**config.mk**
```make
export PLATFORM = sky130hd
export DESIGN_NAME = dmem_arbiter_flat
export DESIGN_NICKNAME = d
export VERILOG_FILES = /design/src/rtl/dmem_arbiter_if.sv /design/src/rtl/dmem_arbiter.sv /design/src/flat_wrapper.sv
export SDC_FILE = /design/constraint.sdc
export NUM_CORES = 1
export LEC_CHECK = 0
export CAP_MARGIN = 20
export CELL_PAD_IN_SITES_DETAIL_PLACEMENT = 1
export CELL_PAD_IN_SITES_GLOBAL_PLACEMENT = 1
export CORE_ASPECT_RATIO = 0.75
export CORE_UTILIZATION = 30
export DETAILED_ROUTE_END_ITERATION = 10
export PLACE_DENSITY_LB_ADDON = 0.25
export SLEW_MARGIN = 20
export SYNTH_ARGS = -nofsm -noshare
export SYNTH_HDL_FRONTEND = slang
export SYNTH_SLANG_ARGS = --single-unit
export TNS_END_PERCENT = 10
```
**constraint.sdc**
```tcl
create_clock -name clk_i -period 11.4 [get_ports clk_i]
set_input_delay 2.85 -clock clk_i [delete_from_list [all_inputs] [get_ports clk_i]]
set_output_delay 2.85 -clock clk_i [all_outputs]
set_load 0.05 [all_outputs]
```
**src/rtl/dmem_arbiter_if.sv**
```systemverilog
// Bundle of the two requester ports and the data-memory bus seen by dmem_arbiter.
// The slave modport is the arbiter side; master is the requesters plus memory.
interface dmem_arbiter_if #(
  parameter int ADDR_W = 32
);
  logic              req0_i;
  logic              we0_i;
  logic [ADDR_W-1:0] addr0_i;
  logic [31:0]       wdata0_i;
  logic              gnt0_o;
  logic              done0_o;
  logic              err0_o;
  logic [31:0]       rdata0_o;

  logic              req1_i;
  logic              we1_i;
  logic [ADDR_W-1:0] addr1_i;
  logic [31:0]       wdata1_i;
  logic              gnt1_o;
  logic              done1_o;
  logic              err1_o;
  logic [31:0]       rdata1_o;

  logic [ADDR_W-1:0] mem_addr_o;
  logic [31:0]       mem_data_o;
  logic              mem_read_o;
  logic              mem_write_o;
  logic [31:0]       mem_data_i;

  modport slave (
    input  req0_i, we0_i, addr0_i, wdata0_i,
    output gnt0_o, done0_o, err0_o, rdata0_o,
    input  req1_i, we1_i, addr1_i, wdata1_i,
    output gnt1_o, done1_o, err1_o, rdata1_o,
    output mem_addr_o, mem_data_o, mem_read_o, mem_write_o,
    input  mem_data_i
  );

  modport master (
    output req0_i, we0_i, addr0_i, wdata0_i,
    input  gnt0_o, done0_o, err0_o, rdata0_o,
    output req1_i, we1_i, addr1_i, wdata1_i,
    input  gnt1_o, done1_o, err1_o, rdata1_o,
    input  mem_addr_o, mem_data_o, mem_read_o, mem_write_o,
    output mem_data_i
  );
endinterface

```
**src/rtl/dmem_arbiter.sv**
```systemverilog
// Two-port round-robin arbiter/sequencer for the word-accessed data memory:
// one-cycle ACCESS slot per grant, registered done/err/rdata response per port.
module dmem_arbiter #(
  parameter int MEM_BYTES = 128,
  parameter int ADDR_W    = 32
) (
  input  logic           clk_i,
  input  logic           rst_i,
  dmem_arbiter_if.slave  bus
);
  typedef enum logic {IDLE, ACCESS} state_t;

  localparam logic [ADDR_W-1:0] MAX_ADDR = ADDR_W'(MEM_BYTES - 4);

  state_t            state_reg, state_next;
  logic              sel_reg, sel_next;
  logic              last_reg, last_next;
  logic              cmd_we_reg, cmd_we_next;
  logic              cmd_err_reg, cmd_err_next;
  logic [ADDR_W-1:0] cmd_addr_reg, cmd_addr_next;
  logic [31:0]       cmd_wdata_reg, cmd_wdata_next;

  logic [1:0]        req;
  logic [1:0]        we;
  logic [1:0]        elig;
  logic [1:0]        hit;
  logic [ADDR_W-1:0] addr [2];
  logic [31:0]       wdata [2];
  logic              win_valid;
  logic              win;

  assign req      = {bus.req1_i, bus.req0_i};
  assign we       = {bus.we1_i, bus.we0_i};
  assign addr[0]  = bus.addr0_i;
  assign addr[1]  = bus.addr1_i;
  assign wdata[0] = bus.wdata0_i;
  assign wdata[1] = bus.wdata1_i;

  // The port whose ACCESS cycle is ending cannot win the same edge.
  generate
    for (genvar gi = 0; gi < 2; gi++) begin : g_elig
      assign hit[gi]  = (state_reg == ACCESS) && (sel_reg == 1'(gi));
      assign elig[gi] = req[gi] && !hit[gi];
    end
  endgenerate

  always_ff @(posedge clk_i or posedge rst_i) begin
    if (rst_i) begin
      state_reg     <= IDLE;
      sel_reg       <= 1'b0;
      last_reg      <= 1'b1;
      cmd_we_reg    <= 1'b0;
      cmd_err_reg   <= 1'b0;
      cmd_addr_reg  <= '0;
      cmd_wdata_reg <= '0;
    end else begin
      state_reg     <= state_next;
      sel_reg       <= sel_next;
      last_reg      <= last_next;
      cmd_we_reg    <= cmd_we_next;
      cmd_err_reg   <= cmd_err_next;
      cmd_addr_reg  <= cmd_addr_next;
      cmd_wdata_reg <= cmd_wdata_next;
    end
  end

  always_comb begin
    state_next     = IDLE;
    sel_next       = sel_reg;
    last_next      = last_reg;
    cmd_we_next    = cmd_we_reg;
    cmd_err_next   = cmd_err_reg;
    cmd_addr_next  = cmd_addr_reg;
    cmd_wdata_next = cmd_wdata_reg;
    win_valid      = |elig;
    win            = (elig == 2'b11) ? ~last_reg : elig[1];

    // IDLE and the end of ACCESS arbitrate identically; only the mask differs.
    case (state_reg)
      IDLE, ACCESS: begin
        if (win_valid) begin
          state_next     = ACCESS;
          sel_next       = win;
          last_next      = win;
          cmd_we_next    = we[win];
          cmd_addr_next  = addr[win];
          cmd_wdata_next = wdata[win];
          cmd_err_next   = (addr[win][1:0] != 2'b00) || (addr[win] > MAX_ADDR);
        end
      end
      default: state_next = IDLE;
    endcase
  end

  assign bus.gnt0_o      = hit[0];
  assign bus.gnt1_o      = hit[1];
  assign bus.mem_addr_o  = cmd_addr_reg;
  assign bus.mem_data_o  = cmd_wdata_reg;
  assign bus.mem_write_o = (state_reg == ACCESS) && !cmd_err_reg && cmd_we_reg;
  assign bus.mem_read_o  = (state_reg == ACCESS) && !cmd_err_reg && !cmd_we_reg;

  generate
    for (genvar gi = 0; gi < 2; gi++) begin : g_resp
      logic        done_reg;
      logic        err_reg;
      logic [31:0] rdata_reg;

      always_ff @(posedge clk_i or posedge rst_i) begin
        if (rst_i) begin
          done_reg  <= 1'b0;
          err_reg   <= 1'b0;
          rdata_reg <= '0;
        end else begin
          done_reg <= hit[gi];
          err_reg  <= hit[gi] && cmd_err_reg;
          if (hit[gi]) begin
            rdata_reg <= (!cmd_we_reg && !cmd_err_reg) ? bus.mem_data_i : 32'h0;
          end
        end
      end
    end
  endgenerate

  assign bus.done0_o  = g_resp[0].done_reg;
  assign bus.err0_o   = g_resp[0].err_reg;
  assign bus.rdata0_o = g_resp[0].rdata_reg;
  assign bus.done1_o  = g_resp[1].done_reg;
  assign bus.err1_o   = g_resp[1].err_reg;
  assign bus.rdata1_o = g_resp[1].rdata_reg;
endmodule

```
**src/flat_wrapper.sv**
```systemverilog
// flat-port wrapper written by rule: the top's interface ports become plain ports
module dmem_arbiter_flat 
#(
  parameter int MEM_BYTES = 128,
  parameter int ADDR_W    = 32
)
  (clk_i, rst_i, bus_req0_i, bus_we0_i, bus_addr0_i, bus_wdata0_i, bus_gnt0_o, bus_done0_o, bus_err0_o, bus_rdata0_o, bus_req1_i, bus_we1_i, bus_addr1_i, bus_wdata1_i, bus_gnt1_o, bus_done1_o, bus_err1_o, bus_rdata1_o, bus_mem_addr_o, bus_mem_data_o, bus_mem_read_o, bus_mem_write_o, bus_mem_data_i);
  dmem_arbiter_if #(.ADDR_W(ADDR_W)) bus_i ();
  input  logic clk_i;
  input  logic rst_i;
  input wire logic [$bits(bus_i.req0_i)-1:0] bus_req0_i;
  input wire logic [$bits(bus_i.we0_i)-1:0] bus_we0_i;
  input wire logic [$bits(bus_i.addr0_i)-1:0] bus_addr0_i;
  input wire logic [$bits(bus_i.wdata0_i)-1:0] bus_wdata0_i;
  output wire logic [$bits(bus_i.gnt0_o)-1:0] bus_gnt0_o;
  output wire logic [$bits(bus_i.done0_o)-1:0] bus_done0_o;
  output wire logic [$bits(bus_i.err0_o)-1:0] bus_err0_o;
  output wire logic [$bits(bus_i.rdata0_o)-1:0] bus_rdata0_o;
  input wire logic [$bits(bus_i.req1_i)-1:0] bus_req1_i;
  input wire logic [$bits(bus_i.we1_i)-1:0] bus_we1_i;
  input wire logic [$bits(bus_i.addr1_i)-1:0] bus_addr1_i;
  input wire logic [$bits(bus_i.wdata1_i)-1:0] bus_wdata1_i;
  output wire logic [$bits(bus_i.gnt1_o)-1:0] bus_gnt1_o;
  output wire logic [$bits(bus_i.done1_o)-1:0] bus_done1_o;
  output wire logic [$bits(bus_i.err1_o)-1:0] bus_err1_o;
  output wire logic [$bits(bus_i.rdata1_o)-1:0] bus_rdata1_o;
  output wire logic [$bits(bus_i.mem_addr_o)-1:0] bus_mem_addr_o;
  output wire logic [$bits(bus_i.mem_data_o)-1:0] bus_mem_data_o;
  output wire logic [$bits(bus_i.mem_read_o)-1:0] bus_mem_read_o;
  output wire logic [$bits(bus_i.mem_write_o)-1:0] bus_mem_write_o;
  input wire logic [$bits(bus_i.mem_data_i)-1:0] bus_mem_data_i;
  assign bus_i.req0_i = bus_req0_i;
  assign bus_i.we0_i = bus_we0_i;
  assign bus_i.addr0_i = bus_addr0_i;
  assign bus_i.wdata0_i = bus_wdata0_i;
  assign bus_gnt0_o = bus_i.gnt0_o;
  assign bus_done0_o = bus_i.done0_o;
  assign bus_err0_o = bus_i.err0_o;
  assign bus_rdata0_o = bus_i.rdata0_o;
  assign bus_i.req1_i = bus_req1_i;
  assign bus_i.we1_i = bus_we1_i;
  assign bus_i.addr1_i = bus_addr1_i;
  assign bus_i.wdata1_i = bus_wdata1_i;
  assign bus_gnt1_o = bus_i.gnt1_o;
  assign bus_done1_o = bus_i.done1_o;
  assign bus_err1_o = bus_i.err1_o;
  assign bus_rdata1_o = bus_i.rdata1_o;
  assign bus_mem_addr_o = bus_i.mem_addr_o;
  assign bus_mem_data_o = bus_i.mem_data_o;
  assign bus_mem_read_o = bus_i.mem_read_o;
  assign bus_mem_write_o = bus_i.mem_write_o;
  assign bus_i.mem_data_i = bus_mem_data_i;
  dmem_arbiter #(.MEM_BYTES(MEM_BYTES), .ADDR_W(ADDR_W)) u_core (.clk_i(clk_i), .rst_i(rst_i), .bus(bus_i));
endmodule
```
== Word level (Yosys, flattened, before mapping) ==
Index checks and enable logic that the tools add are counted.
Storage, ports and cells
  bits of input ports: 166
  word-level logic and storage cells: 48
  output and inout port bits: 136
  register bits after elaboration: 137
Cells by class
  reductions and logical operators: 17
  $lt $le $gt $ge: 3
  equality and inequality tests: 1
  bitwise logic cells: 3
  muxes and demuxes: 11
Operator list (number)
  $mux 32: 7
  $gt 32x7->1 const B: 1
  $logic_and 1x1->1: 10
  $logic_not 1->1: 4
  $mux 1: 4
  $eq 2x2->1 const B: 1
  $ge 2x2->1 const B: 1
  $lt 1x2->1 const B: 1
  $not 1->1: 2
  $not 1->2: 1
  $reduce_bool 2->1: 1
  $reduce_or 2->1: 1
  $logic_or 1x1->1: 1

== Depth between registers and ports, before layout ==
  depth in word-level cells: 12
  gate-level depth with buffers: 6
  mapped depth without buffers: 4

== Worst setup path after synthesis ==
OpenSTA, ideal clock, no wires.
  kind: reg-to-output
  start point: register u_core.cmd_we_reg
  end point: output bus_mem_read_o
  required time: 8.550 ns
  arrival: 1.355 ns
  stages on the path, launching flop included: 4
  slack: 7.195 ns
  cells stage by stage: dfrtp_1 -> nor2_1 -> clkbuf_1 -> and2_1
On the way
  cells in the longest elaborated chain, start to end: 2
RTL lines
  start: declaration: RTL line dmem_arbiter.sv:18  | logic cmd_we_reg, cmd_we_next;
  start signal: assignment: RTL line dmem_arbiter.sv:60  | cmd_we_reg <= cmd_we_next;
  $logic_not 1->1: RTL line dmem_arbiter.sv:100  | assign bus.mem_read_o = (state_reg == ACCESS) && !cmd_err_reg && !cmd_we_reg;
  $logic_and 1x1->1: RTL line dmem_arbiter.sv:100
  end: declaration: RTL line flat_wrapper.sv:29  | output wire logic [$bits(bus_i.mem_read_o)-1:0] bus_mem_read_o;
Every way passes these cells.

== Final worst setup path ==
  start point: input bus_req0_i
  end point: register u_core.cmd_wdata_reg[23], in the netlist u_core.bus.mem_data_o[23]
On the way
  cells in the longest elaborated chain, start to end: 7
RTL lines
  start: declaration: RTL line flat_wrapper.sv:11  | input wire logic [$bits(bus_i.req0_i)-1:0] bus_req0_i;
  $logic_and 1x1->1 *: RTL line dmem_arbiter.sv:43  | assign elig[gi] = req[gi] && !hit[gi];
  $eq 2x2->1: RTL line dmem_arbiter.sv:76  | win = (elig == 2'b11) ? ~last_reg : elig[1];
  $mux 1: RTL line dmem_arbiter.sv:76
  $not 1->2 (implied by the code): RTL line dmem_arbiter.sv:87  | cmd_wdata_next = wdata[win];
  $mux 32 (implied by the code) (3 in series): RTL line dmem_arbiter.sv:87
  end signal: assignment: RTL line dmem_arbiter.sv:63  | cmd_wdata_reg <= cmd_wdata_next;
  end: declaration: RTL line dmem_arbiter.sv:21  | logic [31:0] cmd_wdata_reg, cmd_wdata_next;
Every way passes the cells marked *; elsewhere a longest branch is shown, timed or not. The select of a mux whose other input is x is not followed.
A chain may end at the register's enable or synchronous reset.

==> summary.md <==
The total number of H-tree levels was 4; the count of flip-flops with a built-in enable after synthesis was 0. Cell with the largest stage delay on the worst path: sky130_fd_sc_hd__a21oi_4. Wires add up to 20.7 mm. Total power draw: 0.00201 W.

The count of buffers added on input and output ports is 301. The mean area per synthesized cell is 9.52 µm². The startpoint of the most critical setup path is bus_req0_i.

The initial utilization of the core area, before any placement, comes to 30.8%. The worst voltage drop across the vdd grid came out at 0.0914 mV. Counting the buffers created by CTS gives 17. The tightest slew margin relative to the limit is 34.4%. Yosys attributes the largest share of cell area to sky130_fd_sc_hd__dfrtp_1, sky130_fd_sc_hd__nand2_1, sky130_fd_sc_hd__a31oi_1.

Setup repair after global routing left no endpoint under its margin. The first global-routing pass estimated 32.1 mm of wire. For the finished layout, the period the worst path requires is 5270 ps. The count of nets left with antenna violations once routing finished came out at 0. Setup violations remaining at the end of the flow were counted as 0. The via count of the first global-routing pass was 5804.

Of all nets on the critical path, the largest fanout is 71. After global routing the overflow that remains totals 0. For this run, the register share of the synthesized area comes to 60.1%. The kind of cell adding the most delay to the critical path is buffers and inverters.

STA classifies the critical path startpoint as an input port. The length of the first detailed-routing pass in iterations was 4; the count of non-filler cells in the finished layout was 1143. Number of placed cells counting well taps: 1111. The tools report the root buffer cell as sky130_fd_sc_hd__clkbuf_16.

Clock skew on the completed layout was measured at 8.42 ps. The weighted congestion at the end of routability-driven global placement is 0.795. The run finished with clean final reports. The longest clock path from root to sink contains 2 buffers. For the detailed placement HPWL, the log shows 15.3 mm. The core outline area is 0.0186 mm², and the post-route clock period utilization is 46.2%.

After detailed routing, the number of vias per cell comes to 4.88. In this design, the stage delay of the slowest critical-path cell is 800 ps. Post-CTS repair changed the size of 0 cells. The logs give 8560 ps for the worst reg-to-reg setup slack and 410 ps for the clock latency on the worst-skew pair. In this run the core area contains 43 standard-cell rows. STA classifies the critical path endpoint as a flop. The startpoint identified for the worst register-to-register timing path is u_core.state_reg$_DFF_PP0_.

Entering global routing, the biggest net connects 77 pins. The buffer and inverter count on the worst path was 2; the setup TNS was 0 ps. Clock-pin slew was measured on the worst setup and hold paths at 60 ps. The die span in x was 161 µm; the final max-slew violation count was 0. The commonest cells after synthesis are sky130_fd_sc_hd__nand2_1, sky130_fd_sc_hd__dfrtp_1, sky130_fd_sc_hd__o21ai_0.

For this run, the number of Yosys warnings is 0. The share of final-layout standard cells stronger than drive strength 1 was 5.47%. The die is 121 µm tall. In this run the count of I/O pins placed on the die edge is 302. Data arrives at the worst endpoint at 5550 ps. The post-layout worst setup margin was 6130 ps; the buffers inserted during post-CTS setup optimization was 0. In the routed design, unresolved DRC markers number 0. The die covers 0.0196 mm². The wire length per cell came out at 18.1 µm. The critical path goes through clkdlybuf4s50_1 -> mux2i_1 -> a21oi_4 -> buf_4 -> nor2b_1 -> a221o_1. The actual slew at the worst max-slew pin works out to 982 ps. The largest area contributor in the synthesized netlist is sky130_fd_sc_hd__dfrtp_1. Internal power comes to 0.00121 W.

After synthesis the netlist holds a flip-flop and latch count of 137. The final route contains 5577 vias. For this design the ratio of total power to cell area is 211 mW/mm². The tools report the total of max-cap violations as 0.

In this run switching power makes up 39.8% of total power. In the global route stage, overall resource usage came out at 21.4%. Per report_power, the combinational group accounts for 39.1% of the total. The dominant synthesized flop cell is sky130_fd_sc_hd__dfrtp_1.

In this run, flip-flops and latches consume 31.2% of the power. The area growth from synthesis to layout is 67.0%. In this run the most critical hold path is launched from u_core.bus.rdata1_o[1]$_DFFE_PP0P_. Data on the critical path is required at its endpoint by 11690 ps.

The number of antenna diodes in the final layout is 0. Synthesized area: 0.00571 mm². TritonCTS built the clock tree.

The number of distinct standard cells referenced by the synthesized netlist is 30, and the pre-CTS worst setup slack is 5720 ps. The library cell with the highest instance count after synthesis is sky130_fd_sc_hd__nand2_1. When the netlist entered floorplanning its net count stood at 766. The run gives 0 as the count of endpoints failing hold in the final timing report. Path class of the lowest-slack min-delay path: reg2reg. The kind of critical path was in2reg. The final layout contains 1049 nets.

The tools report the number of buffers inserted by hold repair at cts as 0. For the number of antenna violations at the first check in global routing, the log shows 0. The leakage power total was 3.93 nW; the iteration-0 DRC count of the detailed router was 280.

The fraction of synthesis flops using an asynchronous set or reset pin is 100%, and the maximum clock frequency is 190 MHz. For this design the total switching power over the nets is 0.000802 W. Synthesis handed over a netlist of 600 instances. The share of synthesized area in the top cell type comes to 59.6%. For the clock power share, the log shows 29.8%. The tree built by TritonCTS fans out to 137 sinks.
worst register-to-register path, cell delays in order, from the launching register on:
cell                       delay, ps
sky130_fd_sc_hd__dfrtp_1         520
sky130_fd_sc_hd__nand3b_2        350
sky130_fd_sc_hd__nand2_2         680
sky130_fd_sc_hd__and3_1          910
sky130_fd_sc_hd__a221o_1         310
cells in the final DEF (no fill, tap or decap), drive strengths merged, types with 2 or more instances in the layout:
cell	synthesis	routed
a221o	23	23
a31oi	43	43
and2	2	2
and2b	8	8
and3	2	2
buf	18	6
bufinv	0	4
clkbuf	25	17
clkdlybuf4s50	0	301
clkinv	0	2
clkinvlp	0	3
dfrtp	136	136
inv	5	11
nand2	183	183
nand4	3	3
nor2	47	47
nor2b	16	16
nor3	2	2
nor4	9	9
o21ai	66	66
or4	3	3
per-layer routing:
metal | global-route usage (%) | vias up | share of wire (%)
li1 | - | 2618 | -
met1 | 26.2 | 2717 | 41
met2 | 35.5 | 200 | 49
met3 | 5.57 | 42 | 6.3
met4 | 9.55 | 0 | 2.9
met5 | 0 | - | 0
power by group through the flow:
stage,logic (W),registers (W),clock network (W)
after global placement,0.000778,0.000631,0
after floorplan,0.000206,0.000916,0
after CTS,0.000795,0.000629,0.000610
after detailed placement,0.000792,0.000636,0
final,0.000787,0.000628,0.000599
after global routing,0.000830,0.000638,0.000634
through the flow:
| stage | cell area [µm²] | util, % | hold slack, ps |
|---|---|---|---|
| 2_1_floorplan | 5710 | - | 518 |
| 3_3_place_gp | 8900 | 47.9 | 462 |
| 3_5_place_dp | 8900 | 47.9 | 472 |
| 4_1_cts | 9540 | 51.4 | 485 |
| 5_1_grt | 9540 | 51.4 | 495 |
| 6_report | 9540 | 51.4 | 481 |
cell families after synthesis:
| logic type | share of synthesized area, % |
|---|---|
| AND/OR/NAND/NOR | 20.6 |
| multiplexers | 0.175 |
| AO/OA/AOI/OAI | 15.3 |
| buffers and inverters | 3.92 |
| flip-flops | 60.1 |
final timing paths:
path / endpoint / cells after the start
min in group asynchronous: u_core.bus.mem_addr_o[26]$_DFFE_PP0P_ / 2
setup / recovery: u_core.bus.mem_data_o[23]$_DFFE_PP0P_ / 6
max in group asynchronous: u_core.bus.done0_o$_DFF_PP0_ / 3
setup reg to reg: u_core.bus.mem_data_o[16]$_DFFE_PP0P_ / 4
hold reg to reg: u_core.bus.rdata1_o[1]$_DFFE_PP0P_ / 2
hold / removal: u_core.bus.rdata1_o[1]$_DFFE_PP0P_ / 2
layout make-up:
type / instances / area (µm²)
flip-flops and latches: 137 / 3430
clock inverters: 15 / 213
fillers: 2067 / 9030
inverters: 5 / 23.8
multi-input cells: 415 / 2080
well taps: 247 / 309
clock buffers: 17 / 425
repair buffers: 307 / 3060
No activity file was read; power rests on OpenSTA's default activity.
